**src/rtl/logic_unit_pipe_pkg.sv**
```systemverilog
// Shared ALU definitions: op encodings and the flag bundle carried alongside every result.
package alu_pkg;

    localparam int ALU_OP_W = 2;

    typedef logic [ALU_OP_W-1:0] alu_op_t;

    localparam alu_op_t LOP_AND = 2'b00;
    localparam alu_op_t LOP_OR  = 2'b01;
    localparam alu_op_t LOP_XOR = 2'b10;
    localparam alu_op_t LOP_NOR = 2'b11;

    typedef struct packed {
        logic zero;
        logic overflow;
        logic carry_out;
        logic negative;
    } alu_flags_t;

endpackage

```
**src/rtl/logic_unit_pipe_if.sv**
```systemverilog
// Operand/result handshake bundle for the pipelined logic unit.
// The parity signal exists only when LOGIC_UNIT_PARITY_EN is defined.
interface logic_unit_pipe_if #(
    parameter int WIDTH = 32
);
    import alu_pkg::*;

    logic             in_valid;
    logic             in_ready;
    alu_op_t          op;
    logic [WIDTH-1:0] a;
    logic [WIDTH-1:0] b;
    logic             out_valid;
    logic             out_ready;
    logic [WIDTH-1:0] result;
    logic             zero;
    logic             overflow;
    logic             carry_out;
    logic             negative;
`ifdef LOGIC_UNIT_PARITY_EN
    logic             parity;
`endif

    modport master (
        output in_valid, op, a, b, out_ready,
        input  in_ready, out_valid, result, zero, overflow, carry_out, negative
`ifdef LOGIC_UNIT_PARITY_EN
        , input parity
`endif
    );

    modport slave (
        input  in_valid, op, a, b, out_ready,
        output in_ready, out_valid, result, zero, overflow, carry_out, negative
`ifdef LOGIC_UNIT_PARITY_EN
        , output parity
`endif
    );

endinterface

```
**src/rtl/logic_unit_pipe_logic_op_comb.sv**
```systemverilog
// Purpose: bitwise AND/OR/XOR/NOR of two operands plus ALU flags.
// Latency: purely combinational, zero cycles.
// Backpressure: none; the enclosing stage decides when to capture.
module logic_op_comb
    import alu_pkg::*;
#(
    parameter int WIDTH = 32
) (
    input  logic [WIDTH-1:0] a,
    input  logic [WIDTH-1:0] b,
    input  alu_op_t          op,
    output logic [WIDTH-1:0] result,
    output alu_flags_t       flags
);

    always_comb begin
        result = '0;
        unique case (op)
            LOP_AND: result = a & b;
            LOP_OR:  result = a | b;
            LOP_XOR: result = a ^ b;
            LOP_NOR: result = ~(a | b);
        endcase
    end

    // Logic ops never overflow or carry; the bits exist so every ALU slice shares one flag shape.
    always_comb begin
        flags           = '0;
        flags.zero      = ~|result;
        flags.overflow  = 1'b0;
        flags.carry_out = 1'b0;
        flags.negative  = result[WIDTH-1];
    end

endmodule

```
**src/rtl/logic_unit_pipe.sv**
```systemverilog
// Purpose: two-stage pipelined logic unit (S1 captures operands, S2 computes and registers result/flags); LOGIC_UNIT_PARITY_EN adds a registered parity output.
// Latency: 2 cycles from input transfer to out_valid, throughput 1 per cycle.
// Backpressure: holds up to 2 transactions; in_ready follows out_ready combinationally when both stages are full.
module logic_unit_pipe
    import alu_pkg::*;
#(
    parameter int WIDTH = 32,
    parameter int OP_W  = ALU_OP_W
) (
    input  logic              clk,
    input  logic              rst_n,
    logic_unit_pipe_if.slave  io
);

    logic             s1_valid;
    logic [WIDTH-1:0] s1_a;
    logic [WIDTH-1:0] s1_b;
    logic [OP_W-1:0]  s1_op;

    logic             s2_valid;
    logic [WIDTH-1:0] s2_result;
    alu_flags_t       s2_flags;

    logic             s2_advance;
    logic             s1_advance;
    logic             in_fire;

    logic [WIDTH-1:0] comb_result;
    alu_flags_t       comb_flags;

    assign s2_advance  = !s2_valid || io.out_ready;
    assign s1_advance  = s1_valid && s2_advance;
    assign io.in_ready = !s1_valid || s2_advance;
    assign in_fire     = io.in_valid && io.in_ready;

    // S1 reloads on any input transfer; otherwise it empties only when its entry moves to S2.
    always_ff @(posedge clk or negedge rst_n) begin
        if (!rst_n) begin
            s1_valid <= 1'b0;
            s1_a     <= '0;
            s1_b     <= '0;
            s1_op    <= '0;
        end else if (in_fire) begin
            s1_valid <= 1'b1;
            s1_a     <= io.a;
            s1_b     <= io.b;
            s1_op    <= io.op;
        end else if (s1_advance) begin
            s1_valid <= 1'b0;
        end
    end

    logic_op_comb #(
        .WIDTH (WIDTH)
    ) u_logic_op (
        .a      (s1_a),
        .b      (s1_b),
        .op     (s1_op),
        .result (comb_result),
        .flags  (comb_flags)
    );

    // Result and flags only change when S2 is free to accept, so they hold while stalled.
    always_ff @(posedge clk or negedge rst_n) begin
        if (!rst_n) begin
            s2_valid  <= 1'b0;
            s2_result <= '0;
            s2_flags  <= '0;
        end else if (s2_advance) begin
            s2_valid <= s1_valid;
            if (s1_valid) begin
                s2_result <= comb_result;
                s2_flags  <= comb_flags;
            end
        end
    end

`ifdef LOGIC_UNIT_PARITY_EN
    logic s2_parity;

    always_ff @(posedge clk or negedge rst_n) begin
        if (!rst_n) begin
            s2_parity <= 1'b0;
        end else if (s2_advance && s1_valid) begin
            s2_parity <= ^comb_result;
        end
    end

    assign io.parity = s2_parity;
`endif

    assign io.out_valid = s2_valid;
    assign io.result    = s2_result;
    assign io.zero      = s2_flags.zero;
    assign io.overflow  = s2_flags.overflow;
    assign io.carry_out = s2_flags.carry_out;
    assign io.negative  = s2_flags.negative;

endmodule
```
**src/flat_wrapper.sv**
```systemverilog
// flat-port wrapper written by rule: the top's interface ports become plain ports
module logic_unit_pipe_flat import alu_pkg::*;
#(
    parameter int WIDTH = 32,
    parameter int OP_W  = ALU_OP_W
)
  (clk, rst_n, io_in_valid, io_op, io_a, io_b, io_out_ready, io_in_ready, io_out_valid, io_result, io_zero, io_overflow, io_carry_out, io_negative);
  logic_unit_pipe_if #(.WIDTH(WIDTH)) io_i ();
  input  logic clk;
  input  logic rst_n;
  input wire logic [$bits(io_i.in_valid)-1:0] io_in_valid;
  input wire logic [$bits(io_i.op)-1:0] io_op;
  input wire logic [$bits(io_i.a)-1:0] io_a;
  input wire logic [$bits(io_i.b)-1:0] io_b;
  input wire logic [$bits(io_i.out_ready)-1:0] io_out_ready;
  output wire logic [$bits(io_i.in_ready)-1:0] io_in_ready;
  output wire logic [$bits(io_i.out_valid)-1:0] io_out_valid;
  output wire logic [$bits(io_i.result)-1:0] io_result;
  output wire logic [$bits(io_i.zero)-1:0] io_zero;
  output wire logic [$bits(io_i.overflow)-1:0] io_overflow;
  output wire logic [$bits(io_i.carry_out)-1:0] io_carry_out;
  output wire logic [$bits(io_i.negative)-1:0] io_negative;
  assign io_i.in_valid = io_in_valid;
  assign io_i.op = io_op;
  assign io_i.a = io_a;
  assign io_i.b = io_b;
  assign io_i.out_ready = io_out_ready;
  assign io_in_ready = io_i.in_ready;
  assign io_out_valid = io_i.out_valid;
  assign io_result = io_i.result;
  assign io_zero = io_i.zero;
  assign io_overflow = io_i.overflow;
  assign io_carry_out = io_i.carry_out;
  assign io_negative = io_i.negative;
  logic_unit_pipe #(.WIDTH(WIDTH), .OP_W(OP_W)) u_core (.clk(clk), .rst_n(rst_n), .io(io_i));
endmodule
```
**config.mk**
```make
export PLATFORM = sky130hd
export DESIGN_NAME = logic_unit_pipe_flat
export DESIGN_NICKNAME = d
export VERILOG_FILES = /design/src/rtl/logic_unit_pipe_pkg.sv /design/src/rtl/logic_unit_pipe_if.sv /design/src/rtl/logic_unit_pipe_logic_op_comb.sv /design/src/rtl/logic_unit_pipe.sv /design/src/flat_wrapper.sv
export SDC_FILE = /design/constraint.sdc
export NUM_CORES = 1
export LEC_CHECK = 0
export CAP_MARGIN = 20
export CORE_MARGIN = 2
export CORE_UTILIZATION = 40
export DETAILED_ROUTE_END_ITERATION = 6
export MAX_ROUTING_LAYER = met4
export PLACE_DENSITY_LB_ADDON = 0.3
export SLEW_MARGIN = 15
export SYNTH_ARGS = -nofsm -noshare
export SYNTH_HDL_FRONTEND = slang
export SYNTH_SLANG_ARGS = --single-unit
```
**constraint.sdc**
```tcl
create_clock -name clk -period 1.95 [get_ports clk]
set_input_delay 0.2925 -clock clk [delete_from_list [all_inputs] [get_ports clk]]
set_output_delay 0.2925 -clock clk [all_outputs]
set_load 0.01 [all_outputs]
```
# Word level (Yosys, flattened, before mapping)
# Cells that the tools add are included.
# classes
eq_ne,3
muxes,3
n_bitwise,4
reduce_logical,11
# op_table
op,n
$pmux W32 S4,1
$and A32 B32 Y32,1
$not A32 Y32,1
$or A32 B32 Y32,1
$reduce_or A32 Y1,1
$xor A32 B32 Y32,1
$eq A2 B2 Y1 const B,2
$logic_not A1 Y1,3
$eq A2 B1 Y1 const B,1
$logic_and A1 B1 Y1,2
$logic_not A2 Y1,1
$logic_or A1 B1 Y1,2
$mux W1,2
$reduce_and A2 Y1,1
$reduce_bool A2 Y1,1
# word_totals
regBits,102
input_bits,70
output_inout_bits,38

# Logic depth before layout (Yosys ltp)
# depth
depth_word,5
ltp_mapped,8
ltp_nobuf,8

# Cells and area by module
# A second synthesis with hierarchy kept.
# hier_totals
hier_cells,472
area_unflattened_um2,6281.0
# by_module_without_submodules
mod,n_inst,cells_per_inst,area_per_inst_um2
logic_unit_pipe,1,222,4106.4
logic_op_comb,1,250,2174.6

# Worst setup path before layout
# No wires, ideal clock.
# synth_timing
kind,register to register
start,register u_core.s2_valid (netlist: u_core.io.out_valid)
end,register u_core.s1_a[23]
setup_ps,125
arrival_ps,1452
required_time_ps,1825
setup_slack_ps,373
stages_incl_launch_ff,6
n_path_buf,2
period_less_slack_ps,1577
path_cell_list,dfrtp_1 -> nand3b_1 -> nand2_1 -> buf_2 -> buf_2 -> mux2_2
# synth_between
elab_chain_cells,4
# synth_rtl
element,line,source
"start, declared",logic_unit_pipe.sv:20,logic s2_valid;
"start signal, assigned",logic_unit_pipe.sv:70,s2_valid <= s1_valid;
$logic_not A1 Y1,logic_unit_pipe.sv:31,assign s2_advance = !s2_valid || io.out_ready;
$logic_or A1 B1 Y1,logic_unit_pipe.sv:31,
$logic_or A1 B1 Y1,logic_unit_pipe.sv:33,assign io.in_ready = !s1_valid || s2_advance;
named net io_in_ready,flat_wrapper.sv:16,output wire logic [$bits(io_i.in_ready)-1:0] io_in_ready;
$logic_and A1 B1 Y1,logic_unit_pipe.sv:34,assign in_fire = io.in_valid && io.in_ready;
"end signal, assigned",logic_unit_pipe.sv:45,s1_a <= io.a;
"end, declared",logic_unit_pipe.sv:16,logic [WIDTH-1:0] s1_a;
# The timed path passes the listed nets, and every way through them passes these cells.
# A chain may end at the register's enable or synchronous reset.

# Final worst setup path
# layout_timing
start,register u_core.s1_op[0]
end,register u_core.s2_flags (netlist bit u_core.io.zero)
# layout_between
elab_chain_cells,4
# layout_rtl
element,line,source
"start, declared",logic_unit_pipe.sv:18,logic [OP_W-1:0] s1_op;
"start signal, assigned",logic_unit_pipe.sv:47,s1_op <= io.op;
"$eq A2 B2 Y1, or another cell as far along",logic_unit_pipe_logic_op_comb.sv:18,unique case (op)
$pmux W32 S4 *,logic_unit_pipe_logic_op_comb.sv:18,
$reduce_or A32 Y1 *,logic_unit_pipe_logic_op_comb.sv:29,flags.zero = ~|result;
$logic_not A1 Y1 *,logic_unit_pipe_logic_op_comb.sv:29,
"end signal, assigned",logic_unit_pipe.sv:73,s2_flags <= comb_flags;
"end, declared",logic_unit_pipe.sv:22,alu_flags_t s2_flags;
# Every way passes the cells marked *; elsewhere a longest branch is shown, timed or not.

==> results.md <==
Power and ir drop:
- For this design the static power due to leakage is 3.43 nW.
- The completed layout was analyzed and its total power is 6.87 mW.
- The clock network fraction of total power is 0.260.
- The analysis attributes to net switching a power of 2.17 mW.
- The worst-case IR drop observed on VDD is 531 uV.
- In this run the power density over the cells is 914 nW/um^2.
- The cell internal power dissipation is 4.70 mW.
- Of the total power, the share spent switching nets is 0.316.
- Of the total power, registers draw 0.410.
- The portion of total power attributed to combinational logic is 0.330.

Worst hold path:
- The worst hold path class is in -> async.

Die:
- Measured along the y axis, the die boundary spans 124 um.
- The initial utilization of the core area, before any placement, comes to 0.414.
- In this run the horizontal extent of the chip is 124 um.
- The placeable core region is 14000 sq um.
- The row count is 43.
- The area of the die is 15500 sq um.
- The count of pins on the block boundary is 108.

Place:
- The global placement routability congestion is 0.780.
- Buffers placed on the I/O ports in this run total 105.
- The placed wire-length estimate after detailed placement is 9.41 mm.

Finish:
- The count of antenna diodes in the layout is 0.
- The area added between synthesis and finish is 29.8%.
- The number of fill cells is 1247.
- Once layout is complete, the utilization of the core stands at 0.537.
- The fraction of layout instances using a drive strength above 1 is 0.172.
- The final layout contains 808 nets.

Logic synthesis:
- The fraction of post-synthesis cell area in the top cell type by area is 0.436.
- The share of the Yosys chip area taken by registers is 0.436.
- The count of yosys warnings during synthesis is 0.
- After synthesis, the netlist uses 23 different library cells.
- Synthesis inferred 101 register bits.
- Of all cell types, the one taking the most synthesized area is sky130_fd_sc_hd__dfrtp_1.
- The most used standard cell by instance count after synthesis is sky130_fd_sc_hd__dfrtp_1.
- The number of flops mapped to enable cells by yosys is 0.
- In the synthesized netlist the dominant register cell turns out to be sky130_fd_sc_hd__dfrtp_1.
- Ranked by instance count, the synthesized netlist is headed by 101 x sky130_fd_sc_hd__dfrtp_1, 66 x sky130_fd_sc_hd__mux2_2, 66 x sky130_fd_sc_hd__o21ai_0.
- In the post-synthesis netlist, the biggest area contributors are sky130_fd_sc_hd__dfrtp_1 44%, sky130_fd_sc_hd__ha_1 14%, sky130_fd_sc_hd__mux2_2 13%, sky130_fd_sc_hd__nor2b_1 6.7%, sky130_fd_sc_hd__o21ai_0 5.7%.
- The per-instance average area after synthesis is 10.1 sq um.
- The combined area of all synthesized cells is 5790 sq um.
- Of all flip-flops after synthesis, the portion carrying an async set or reset was 1.00.
- The number of instances in the synthesized netlist is 574.

Worst setup path:
- Broken down by cell family, the worst path's largest delay share belongs to compound AO/OA/AOI/OAI gates.
- The delay of the slowest critical-path stage is 0.47 ns.
- The data arrival time of the critical path is 2.12 ns.
- The kind of critical path is reg -> reg.
- Across all register-to-register paths, the minimum setup slack is 0.12 ns.
- STA classifies the critical path endpoint as a flop.
- The critical path goes through buf_4, clkbuf_16, nand2b_1, o21ai_0, o21ai_0, nor3b_1, a31o_1.
- The slowest library cell on the worst path is sky130_fd_sc_hd__dfrtp_2.
- The buffer and inverter count on the worst path is 2.
- The most prevalent standard cell on the critical path is sky130_fd_sc_hd__o21ai_0.
- For the worst setup path, the data required time is 2.24 ns.
- In this run the worst path has a maximum fanout of 24.
- The startpoint type of the worst setup path is a flop.

Timing:
- The final period utilization is 0.941.
- Across the routed clock network, the largest skew measured is 0.00825 ns.
- The number of setup violations in the final report is 0.
- The total negative setup slack is 0 ns.
- The total count of hold-check failures in the final report is 0.
- The time the worst path needs with I/O delays and setup is 1.83 ns.
- Timing would allow up to 545 MHz.
- Across all hold checks on the routed design, the worst slack comes to 0.416 ns.
- The max-slew violation count is 0.

Clock tree:
- The clock edge transition at the registers on the reported setup and hold paths is 0.07 ns.
- The number of clock buffers added by TritonCTS is 9.
- CTS saw 101 sinks.
- TritonCTS built the clock tree.
- In this run the number of H-tree levels came out at 3.
- The root cell of the clock tree is sky130_fd_sc_hd__clkbuf_16.
- The deepest clock path buffer count is 2.
- The latest clock arrival within the worst-skew pair is 0.35 ns.

Global routing:
- The via count of the first global-routing pass came to 4411.
- The global-route wire length before repair is 21.1 mm.
- The initial antenna violation count is 0.
- Summed over all layers, the global routing overflow is 0.
- Entering global routing, the biggest net connects 52 pins.
- In the global route stage, overall resource usage came out at 0.174.

Drt:
- The first routing iteration left 260 violations.
- The total length of routed wires is 12.8 mm.
- In the final routed layout, each cell accounts on average for 14.9 um.
- The count of nets left with antenna violations once routing finished came out at 0.
- The detailed-router iteration count before antenna repair is 4.
- The via count is 4266.
- After detailed routing, the number of vias per cell comes to 4.97.
- The total DRC errors in the routed layout is 0.

Run:
- The max-cap violation count is 0.

Status:
- The run finished with clean final reports.
==> power groups by stage <==
| stage | registers (mW) | clock network [mW] | logic, mW |
|---|---|---|---|
| floorplan | 2.85 | 0 | 1.16 |
| global placement | 2.84 | 0 | 2.11 |
| detailed placement | 2.86 | 0 | 2.19 |
| CTS | 2.82 | 1.83 | 2.21 |
| global route | 2.88 | 1.92 | 2.55 |
| finish | 2.82 | 1.79 | 2.27 |
==> routing by layer <==
metal  track usage  vias up  share of wire
li1              -     2094              -
met4        0.0588        0          0.020
met2         0.276       92           0.49
met3        0.0485       20          0.044
met1         0.214     2060           0.45
met5             -        -              0
==> timing repair <==
action,in CTS,in global routing
gates cloned,0,1
buffers inserted,0,1
endpoints found under the hold margin,29,0
hold buffers,1,0
setup endpoints to repair,1,1
gates resized for setup,1,14
==> placed cells by master, fill, tap and decap left out, drive strengths merged, types with 2 or more instances in the layout <==
cell type,n
nor2,31
nor2b,62
ha,64
buf,16
conb,2
clkbuf,11
o31ai,31
nand4,7
mux2,66
nand2,35
dfrtp,101
o21ai,66
inv,65
nand2b,4
clkdlybuf4s50,104
clkinvlp,4
==> state kept, by name (all words and copies together) (netlist names) <==
register / cells
u_core.s1_valid: 1
u_core.io.negative: 1
u_core.s1_op: 2
u_core.io.zero: 1
u_core.io.result: 31
u_core.s1_a: 32
u_core.s1_b: 32
u_core.io.out_valid: 1
==> cells by family (layout without fill, tap and decap cells) <==
| family | Yosys count | in the layout | synth area share |
|---|---|---|---|
| and+or+nand+nor | 145 | 145 | 0.128 |
| DFF | 101 | 101 | 0.436 |
| buffers and inverters | 99 | 203 | 0.0696 |
| AOI/OAI and AO/OA | 98 | 98 | 0.0987 |
| muxes | 66 | 66 | 0.128 |
| adders and majority gates | 64 | 64 | 0.138 |
| other | 1 | 2 | 0.000647 |
==> path summary, 6_finish.rpt <==
check	from	end	depth (start not counted)
worst max-delay path	u_core.s1_op[0]$_DFFE_PN0P_	u_core.io.zero$_DFFE_PN0P_	7
min in group clk	u_core.io.result[7]$_DFFE_PN0P_	u_core.io.result[7]$_DFFE_PN0P_	2
worst max register to register	u_core.s1_op[0]$_DFFE_PN0P_	u_core.io.zero$_DFFE_PN0P_	7
worst min-delay path	rst_n	u_core.s1_b[1]$_DFFE_PN0P_	2
max in group asynchronous	rst_n	u_core.s1_op[0]$_DFFE_PN0P_	3
worst min register to register	u_core.io.result[7]$_DFFE_PN0P_	u_core.io.result[7]$_DFFE_PN0P_	2
==> area by class of cell <==
type / count / area [sq um] / area share
clock buffer: 10 / 229 / 0.0305
clock inverter: 6 / 65.1 / 0.00865
inverter: 65 / 244 / 0.0325
multi-input combinational: 375 / 2940 / 0.391
sequential: 101 / 2530 / 0.336
tap: 180 / 225 / 0.0300
timing repair buffer: 122 / 1280 / 0.171
==> per-stage QoR <==
step	instance area, sq um	cells	worst slack (ns)
after global placement	7110	840	0.0573
final	7520	859	0.116
after CTS	7420	857	0.0533
after floorplan	5800	575	0.373
after global routing	7520	859	-0.0340
after detailed placement	7110	840	0.00344
Note: power is estimated with default switching activity, not from simulation.
